File: src/rtl/expand3_seq_pkg.sv
// Shared types and default sizes for the 3x3 expand-layer weight sequencer.
package expand3_seq_pkg;

  localparam int KK         = 9;           // taps per input channel (3x3 kernel)
  localparam int IN_CH      = 64;          // input channels
  localparam int DEPTH      = IN_CH * KK;  // ROM words per output pixel
  localparam int ROM1_DEPTH = 512;         // first physical ROM holds words 0..511

  typedef enum logic [1:0] {
    ST_IDLE = 2'd0,
    ST_RUN  = 2'd1,
    ST_DONE = 2'd2
  } state_t;

endpackage

File: src/rtl/expand3_weight_seq_mod_counter.sv
// Modulo-MOD up counter with enable, synchronous clear and a wrap flag.
// o_wrap is high in the cycle where an enabled count rolls MOD-1 -> 0, so
// counters can be chained by feeding one stage's o_wrap into the next i_en.
module mod_counter #(
  parameter int MOD = 9,
  parameter int W   = 4
) (
  input  logic         clk,
  input  logic         rst,
  input  logic         i_en,
  input  logic         i_clr,
  output logic [W-1:0] o_cnt,
  output logic         o_wrap
);

  logic [W-1:0] r_cnt;

  assign o_wrap = i_en && (r_cnt == W'(MOD - 1));
  assign o_cnt  = r_cnt;

  // Count register: clear has priority over enable.
  always_ff @(posedge clk or posedge rst) begin
    if (rst) begin
      r_cnt <= '0;
    end else if (i_clr) begin
      r_cnt <= '0;
    end else if (i_en) begin
      r_cnt <= o_wrap ? '0 : r_cnt + 1'b1;
    end
  end

endmodule

File: src/rtl/expand3_weight_seq.sv
// Weight-beat sequencer for the 3x3 expand layer. For every output pixel it
// walks the weight ROM in channel-major order (addr = ch*KK + k) using
// chained counters plus an incrementing address register, so no multiplier
// is needed. Beats follow valid/ready: a beat transfers when w_valid and
// w_ready are both high at a rising edge; while w_valid=1 and w_ready=0 the
// beat (address, indices, first/last flags) is held unchanged.
module expand3_weight_seq #(
  parameter  int ADDR   = 10,
  parameter  int KK     = expand3_seq_pkg::KK,
  parameter  int IN_CH  = expand3_seq_pkg::IN_CH,
  parameter  int PIXELS = 196,
  localparam int CH_W   = $clog2(IN_CH),
  localparam int PIX_W  = $clog2(PIXELS)
) (
  input  logic             clk,
  input  logic             rst,
  input  logic             start,
  input  logic             w_ready,
  output logic [ADDR-1:0]  rom_addr,
  output logic             w_valid,
  output logic [3:0]       k_idx,
  output logic [CH_W-1:0]  ch_idx,
  output logic [PIX_W-1:0] pix_idx,
  output logic             acc_first,
  output logic             acc_last,
  output logic             busy,
  output logic             done,
  output logic [1:0]       dbg_state
);

  import expand3_seq_pkg::state_t, expand3_seq_pkg::ST_IDLE,
         expand3_seq_pkg::ST_RUN, expand3_seq_pkg::ST_DONE;

  localparam int DEPTH = IN_CH * KK;

  state_t          r_state;
  state_t          w_next_state;
  logic [ADDR-1:0] r_addr;
  logic            r_first;
  logic            r_last;

  logic             w_start_go;
  logic             w_xfer;
  logic             w_k_wrap;
  logic             w_ch_wrap;
  logic             w_pix_wrap;
  logic [3:0]       w_k_cnt;
  logic [CH_W-1:0]  w_ch_cnt;
  logic [PIX_W-1:0] w_pix_cnt;

  assign w_start_go = (r_state == ST_IDLE) && start;
  assign w_xfer     = (r_state == ST_RUN) && w_ready;

  // Tap counter advances on every transferred beat.
  mod_counter #(.MOD(KK), .W(4)) u_k_cnt (
    .clk    (clk),
    .rst    (rst),
    .i_en   (w_xfer),
    .i_clr  (w_start_go),
    .o_cnt  (w_k_cnt),
    .o_wrap (w_k_wrap)
  );

  // Channel counter advances when the tap counter wraps.
  mod_counter #(.MOD(IN_CH), .W(CH_W)) u_ch_cnt (
    .clk    (clk),
    .rst    (rst),
    .i_en   (w_k_wrap),
    .i_clr  (w_start_go),
    .o_cnt  (w_ch_cnt),
    .o_wrap (w_ch_wrap)
  );

  // Pixel counter advances when the channel counter wraps; its wrap marks
  // the final beat of the run.
  mod_counter #(.MOD(PIXELS), .W(PIX_W)) u_pix_cnt (
    .clk    (clk),
    .rst    (rst),
    .i_en   (w_ch_wrap),
    .i_clr  (w_start_go),
    .o_cnt  (w_pix_cnt),
    .o_wrap (w_pix_wrap)
  );

  // State register.
  always_ff @(posedge clk or posedge rst) begin
    if (rst) begin
      r_state <= ST_IDLE;
    end else begin
      r_state <= w_next_state;
    end
  end

  // Next-state logic: start only matters in IDLE, DONE lasts one cycle.
  always_comb begin
    w_next_state = r_state;
    case (r_state)
      ST_IDLE: if (start)      w_next_state = ST_RUN;
      ST_RUN:  if (w_pix_wrap) w_next_state = ST_DONE;
      ST_DONE:                 w_next_state = ST_IDLE;
      default:                 w_next_state = ST_IDLE;
    endcase
  end

  // ROM address and accumulator flags: address restarts at 0 on every
  // channel wrap, so it never passes DEPTH-1 and crosses the 511->512 ROM
  // split as an ordinary increment.
  always_ff @(posedge clk or posedge rst) begin
    if (rst) begin
      r_addr  <= '0;
      r_first <= 1'b0;
      r_last  <= 1'b0;
    end else if (w_start_go) begin
      r_addr  <= '0;
      r_first <= 1'b1;
      r_last  <= (DEPTH == 1);
    end else if (w_xfer) begin
      if (w_pix_wrap) begin
        r_addr  <= '0;
        r_first <= 1'b0;
        r_last  <= 1'b0;
      end else if (w_ch_wrap) begin
        r_addr  <= '0;
        r_first <= 1'b1;
        r_last  <= (DEPTH == 1);
      end else begin
        r_addr  <= r_addr + 1'b1;
        r_first <= 1'b0;
        r_last  <= (r_addr == ADDR'(DEPTH - 2));
      end
    end
  end

  assign rom_addr  = r_addr;
  assign acc_first = r_first;
  assign acc_last  = r_last;
  assign k_idx     = w_k_cnt;
  assign ch_idx    = w_ch_cnt;
  assign pix_idx   = w_pix_cnt;
  assign w_valid   = (r_state == ST_RUN);
  assign busy      = (r_state != ST_IDLE);
  assign done      = (r_state == ST_DONE);
  assign dbg_state = r_state;

endmodule

File: config.mk
export PLATFORM = sky130hd
export DESIGN_NAME = expand3_weight_seq
export DESIGN_NICKNAME = d
export VERILOG_FILES = /design/src/rtl/expand3_seq_pkg.sv /design/src/rtl/expand3_weight_seq_mod_counter.sv /design/src/rtl/expand3_weight_seq.sv
export SDC_FILE = /design/constraint.sdc
export NUM_CORES = 1
export LEC_CHECK = 0
export CAP_MARGIN = 0
export CORE_ASPECT_RATIO = 1.2
export CORE_UTILIZATION = 54
export DETAILED_ROUTE_END_ITERATION = 8
export PLACE_DENSITY = 0.92
export SLEW_MARGIN = 30
export SYNTH_ARGS = -nofsm -noshare
export SYNTH_HDL_FRONTEND = slang
export SYNTH_SLANG_ARGS = --single-unit
File: constraint.sdc
create_clock -name clk -period 3.6 [get_ports clk]
set_input_delay 0.9 -clock clk [delete_from_list [all_inputs] [get_ports clk]]
set_output_delay 0.9 -clock clk [all_outputs]
set_load 0.01 [all_outputs]
==> flow_summary.yaml, run 1 <==
yosys:
  yosys_warnings: 0
  synth_fp_nets: 189
  ys_seq_elements: 32
  synth_area_leader_cell: "dfrtp_1"
  synth_area_leaders: "dfrtp_1 (45%), xnor2_1 (4.9%), nand2_1 (4.6%), nand3_1 (4.5%), ha_1 (4.2%)"
  ys_top_cells_by_count: "dfrtp_1 (32), nand2_1 (22), nand3_1 (16)"
  synthArstFlopShare_pct: 100
  ys_types: 50
  synth.top_cell.area_share_pct: 44.7
  avgSynthCellArea_um2: 10.0
  seq_area_frac_synth_pct: 44.7
  synth-edff-count: 0
  synth_ff_type: "dfrtp_1"
  synth.most_common_cell: "dfrtp_1"
  synth_area_um2: 1790
  syn_inst: 179
die:
  initial_core_util_pct: 57.6
  die_h_um: 65.1
  die_w_um: 54.6
  fp.coreArea_um2: 3110
  fp-row-count: 22
  die_area_um2: 3550
  io_pins: 39
timing:
  relSlewSlack_pct: 57.9
  fin_crit_sh_pct: 75.2
  tightest_slew_ns: 0.619
  hold_slack_ns: 0.500
  rsz0062_at_grt: "false"
  worst_clock_skew_ns: 0.0116
  setup_viol: 0
  hold_viol_final: 0
  tns_ns: 0
  fmax_ghz: 0.369
  finalWorstPathRequiredPeriod_ns: 2.71
  drv_slew: 0
cells_and_area:
  seq_area_um2: 801
  final_cells: 258
  multi_input_area_um2: 930
  antennaDiodeCount: 0
  nFillCells: 233
  drive_above_1_share_pct: 11.3
  area_growth_pct: 26.0
  fin_nets: 232
power:
  power.density_nw_per_um2: 497
  ir_worst_vdd_mv: 0.498
  p_leak_nw: 0.904
placed_design:
  place_congestion: 0.831
  placed_cells: 251
  port-buffer-count: 38
  hpwlAfterDp_mm: 2.74
cts:
  numCtsBuffers: 5
  clock_sinks: 32
  clk_pin_slew_ns: 0.09
  cts_tree: "done"
  cts_setup_buffers: 0
  cts_buffer_depth: 2
  cts.repair.resized: 0
  h-tree-depth: 2
  cts-root-buf: "clkbuf_4"
  clock_latency_ns: 0.33
  ctsHoldBuffers: 0
drt:
  drc: 0
  drt_first_iter_violations: 47
  vias: 1509
  viasPerCell: 5.85
  drtAntennaViolNets: 0
  drt-total-wl_mm: 3.84
  wire_per_inst_um: 14.9
  firstDrtPassIters: 4
critical_path:
  worstPathArrival_ns: 1.81
  critical-path-top-delay-family: "buffers and inverters"
  path_max_fanout: 13
  path_buf_inv: 2
  critical_path_class: "flip-flop to output pin"
  startpoint_type: "flip-flop"
  slowest_delay_ns: 0.55
  required_ns: 2.70
  crit_path_top_delay_cell: "clkdlybuf4s50_1"
  crit_chain: "nand2b_4 -> inv_4 -> clkdlybuf4s50_1"
  worst_setup_path_end_kind: "output pin"
global_routing:
  top_usage_layer: "met2"
  met1_usage_pct: 32.7
  grt_pass1_wl_mm: 6.31
  track_usage_pct: 25.0
  grt_max_degree: 33
  grt_antenna_before_repair: 0
  grt_util_met2_pct: 39.0
  grt-ovfl-total: 0
  grt_util_met3_pct: 6.94
  grt_pass1_vias: 1353
flow_run:
  max_cap_viol_count: 0
run_status:
  outcome: "finished, final reports clean"
min_path:
  hp-class: "flip-flop to flip-flop"
per-layer routing:
layer | vias to the layer above | share of wire [%]
met4 | 0 | 1.4
met1 | 733 | 46
met5 | - | 0
met3 | 7 | 3.6
met2 | 39 | 49
li1 | 730 | -
area by class of cell:
type	instances	share of cell area (%)
clock buffer	7	2.88
multi-input combinational	138	41.2
timing repair buffer	40	17.5
tap	36	2.00
sequential	32	35.5
inverter	5	0.942
kinds of logic after synthesis:
kind of cell               count (synthesis)  synth area share [%]
AOI/OAI and AO/OA                         29                  11.7
xor gates and xnor gates                  12                  5.87
adders and majority gates                  6                  4.19
buffers and inverters                      9                  3.42
DFF                                       32                  44.7
muxes                                      1                 0.768
and+or+nand+nor                           90                  29.3
final timing paths:
check                           depth (start not counted)  slack (ns)               end              from
min in group asynchronous                               3        0.93       rom_addr[7]               rst
worst max-delay path                                    3        0.89           w_valid      dbg_state[1]
max in group asynchronous                               3        2.38  u_k_cnt.o_cnt[0]               rst
worst max register to register                          6        1.67       rom_addr[8]  u_k_cnt.o_cnt[0]
worst min register to register                          2        0.50          acc_last          acc_last
worst min-delay path                                    2        0.50          acc_last          acc_last
layout by cell type, fill, tap and decap left out, types with 2 or more instances in the layout:
cell and instances:
clkdlybuf4s50_1 38, dfrtp_1 32, nand2_1 22, nand3_1 16, nor2_1 14, xnor2_1 10, o21ai_1 6, ha_1 6
o21ai_0 5, nor3_1 5, clkbuf_4 5, a21oi_1 4, inv_1 4, or3_1 3, nor3b_1 3, nand4_1 3
a21oi_2 2, nand4b_1 2, or4_1 2, nand2b_1 2, o2bb2ai_1 2, xor2_1 2, nor4b_2 2, nor4_1 2
o31ai_1 2, clkbuf_8 2, buf_4 2
worst register-to-register path: cells and delay by family, from the launching register on:
kind,cells,cell delay [ns]
fa+ha+maj,1,0.18
flops,1,0.41
compound gates,3,0.78
simple gates,1,0.36
buf+inv,1,0.11
stage by stage:
step,area (um2),util (%),setup slack [ns],power [mW]
floorplan,1790,-,1.58,0.713
global placement,2190,70.5,0.840,0.893
detailed placement,2190,70.5,0.811,0.902
CTS,2260,72.6,0.884,1.13
global route,2260,72.6,0.799,1.20
finish,2260,72.6,0.892,1.12
where the power goes:
part	leakage [nW]	switching (mW)	internal [mW]
Sequential	0.418	0.0950	0.430
Combinational	0.449	0.159	0.212
Clock	0.0374	0.115	0.111
registers in the layout, indices dropped and copies added, names as in the netlist:
register	cells
u_k_cnt.o_cnt	4
u_ch_cnt.o_cnt	6
acc_last	1
rom_addr	10
acc_first	1
dbg_state	2
u_pix_cnt.o_cnt	8
No activity file was read; power rests on OpenSTA's default activity.
==> run 2: changes to the inputs <==
Settings changed: CORE_UTILIZATION 54 to 50, PLACE_DENSITY 0.92 to 0.87.
Clock period 3.6 ns to 2.7 ns, I/O delays scaled along.
==> run 2 against run 1 <==
  * First-iteration DRC count is 43% higher
  * Clock power is 98% higher
  * Core utilization is 3.3 points lower
  * Register-to-register slack worse by 0.93 ns
==> flow_summary.yaml, run 2 (synthesis gave the netlist of run 1 again) <==
cts:
  h-tree-depth: 2
  cts_setup_buffers: 0
  cts.repair.resized: 0
  cts-root-buf: "clkbuf_8"
  cts_tree: "done"
  numCtsBuffers: 5
  ctsHoldBuffers: 0
  cts_buffer_depth: 2
  clock_sinks: 32
  clock_latency_ns: 0.28
  clk_pin_slew_ns: 0.07
min_path:
  hp-class: "flip-flop to flip-flop"
die:
  fp.coreArea_um2: 3370
  die_w_um: 56.6
  fp-row-count: 23
  initial_core_util_pct: 53.2
  io_pins: 39
  die_area_um2: 3830
  die_h_um: 67.6
cells_and_area:
  area_growth_pct: 30.1
  fin_nets: 236
  largest_register_ffs: 10
  drive_above_1_share_pct: 12.8
  layout_common_cells: "clkdlybuf4s50_1 (38), dfrtp_1 (32), nand2_1 (22)"
  antennaDiodeCount: 0
  final_cells: 264
  layout_commonest_cell: "clkdlybuf4s50_1"
critical_path:
  path_max_fanout: 13
  worstPathArrival_ns: 1.80
  worst_setup_path_end_kind: "output pin"
  required_ns: 2.03
  critical_path_class: "flip-flop to output pin"
  startpoint_type: "flip-flop"
global_routing:
  grt-ovfl-total: 0
  track_usage_pct: 23.8
  grt_pass1_wl_mm: 6.96
  grt_max_degree: 33
  grt_antenna_before_repair: 0
  grt_pass1_vias: 1491
placed_design:
  placed_cells: 256
  hpwlAfterDp_mm: 2.82
  port-buffer-count: 38
  place_congestion: 0.831
drt:
  drc: 0
  drt_first_iter_violations: 67
  wire_per_inst_um: 15.4
  vias: 1546
  drtAntennaViolNets: 0
  drt-total-wl_mm: 4.06
  firstDrtPassIters: 5
  viasPerCell: 5.86
power:
  p_leak_nw: 0.942
  ir_worst_vdd_mv: 0.719
  power_mw: 1.66
  power.density_nw_per_um2: 712
timing:
  tightest_slew_ns: 0.539
  rsz0062_at_grt: "false"
  hold_slack_ns: 0.503
  hold_viol_final: 0
  worst_clock_skew_ns: 0.00683
  fin_crit_sh_pct: 91.5
  fmax_ghz: 0.405
  drv_slew: 0
  finalWorstPathRequiredPeriod_ns: 2.47
  setup_viol: 0
  tns_ns: 0
  relSlewSlack_pct: 63.9
flow_run:
  max_cap_viol_count: 0
run_status:
  outcome: "finished, final reports clean"
==> run 2: path summary, 6_finish.rpt <==
check | startpoint | slack (ns) | depth (start not counted) | to
min in group asynchronous | rst | 0.77 | 3 | acc_last
worst max register to register | u_k_cnt.o_cnt[0] | 0.74 | 7 | rom_addr[8]
worst min-delay path | acc_last | 0.50 | 2 | acc_last
worst min register to register | acc_last | 0.50 | 2 | acc_last
max in group asynchronous | rst | 1.63 | 3 | u_k_cnt.o_cnt[3]
worst max-delay path | dbg_state[1] | 0.23 | 3 | w_valid
==> run 2: metrics by stage <==
stage	instance area, um2	setup WS (ns)	utilization (%)
after floorplan	1790	0.909	-
after global placement	2220	0.244	66.0
after detailed placement	2220	0.223	66.0
after CTS	2330	0.226	69.2
after global routing	2330	0.179	69.2
final	2330	0.229	69.2
==> run 2: layer usage <==
layer / global-route usage [%] / vias to the layer above / share of wire [%]
met2: 40.3 / 55 / 49
met5: 0 / - / 0
met1: 29.6 / 742 / 44
met4: 9.45 / 0 / 1.4
li1: - / 742 / -
met3: 5.56 / 7 / 6.0
==> run 2: critical path, cell delays in order (launching register included) <==
cell and delay (ns):
dfrtp_1 0.55, nand2b_4 0.26, inv_4 0.14, clkdlybuf4s50_1 0.56
==> run 2: layout make-up <==
| cell class | count | area [um2] |
|---|---|---|
| Inverter | 5 | 21.3 |
| Multi-Input combinational cell | 138 | 930 |
| Clock inverter | 2 | 35.0 |
| Timing Repair Buffer | 44 | 425 |
| Fill cell | 263 | 1040 |
| Sequential cell | 32 | 801 |
| Tap cell | 37 | 46.3 |
| Clock buffer | 6 | 72.6 |
==> run 2: where the power goes <==
group | internal (mW) | switching (mW)
combinational | 0.285 | 0.223
sequential | 0.574 | 0.131
clock | 0.274 | 0.174
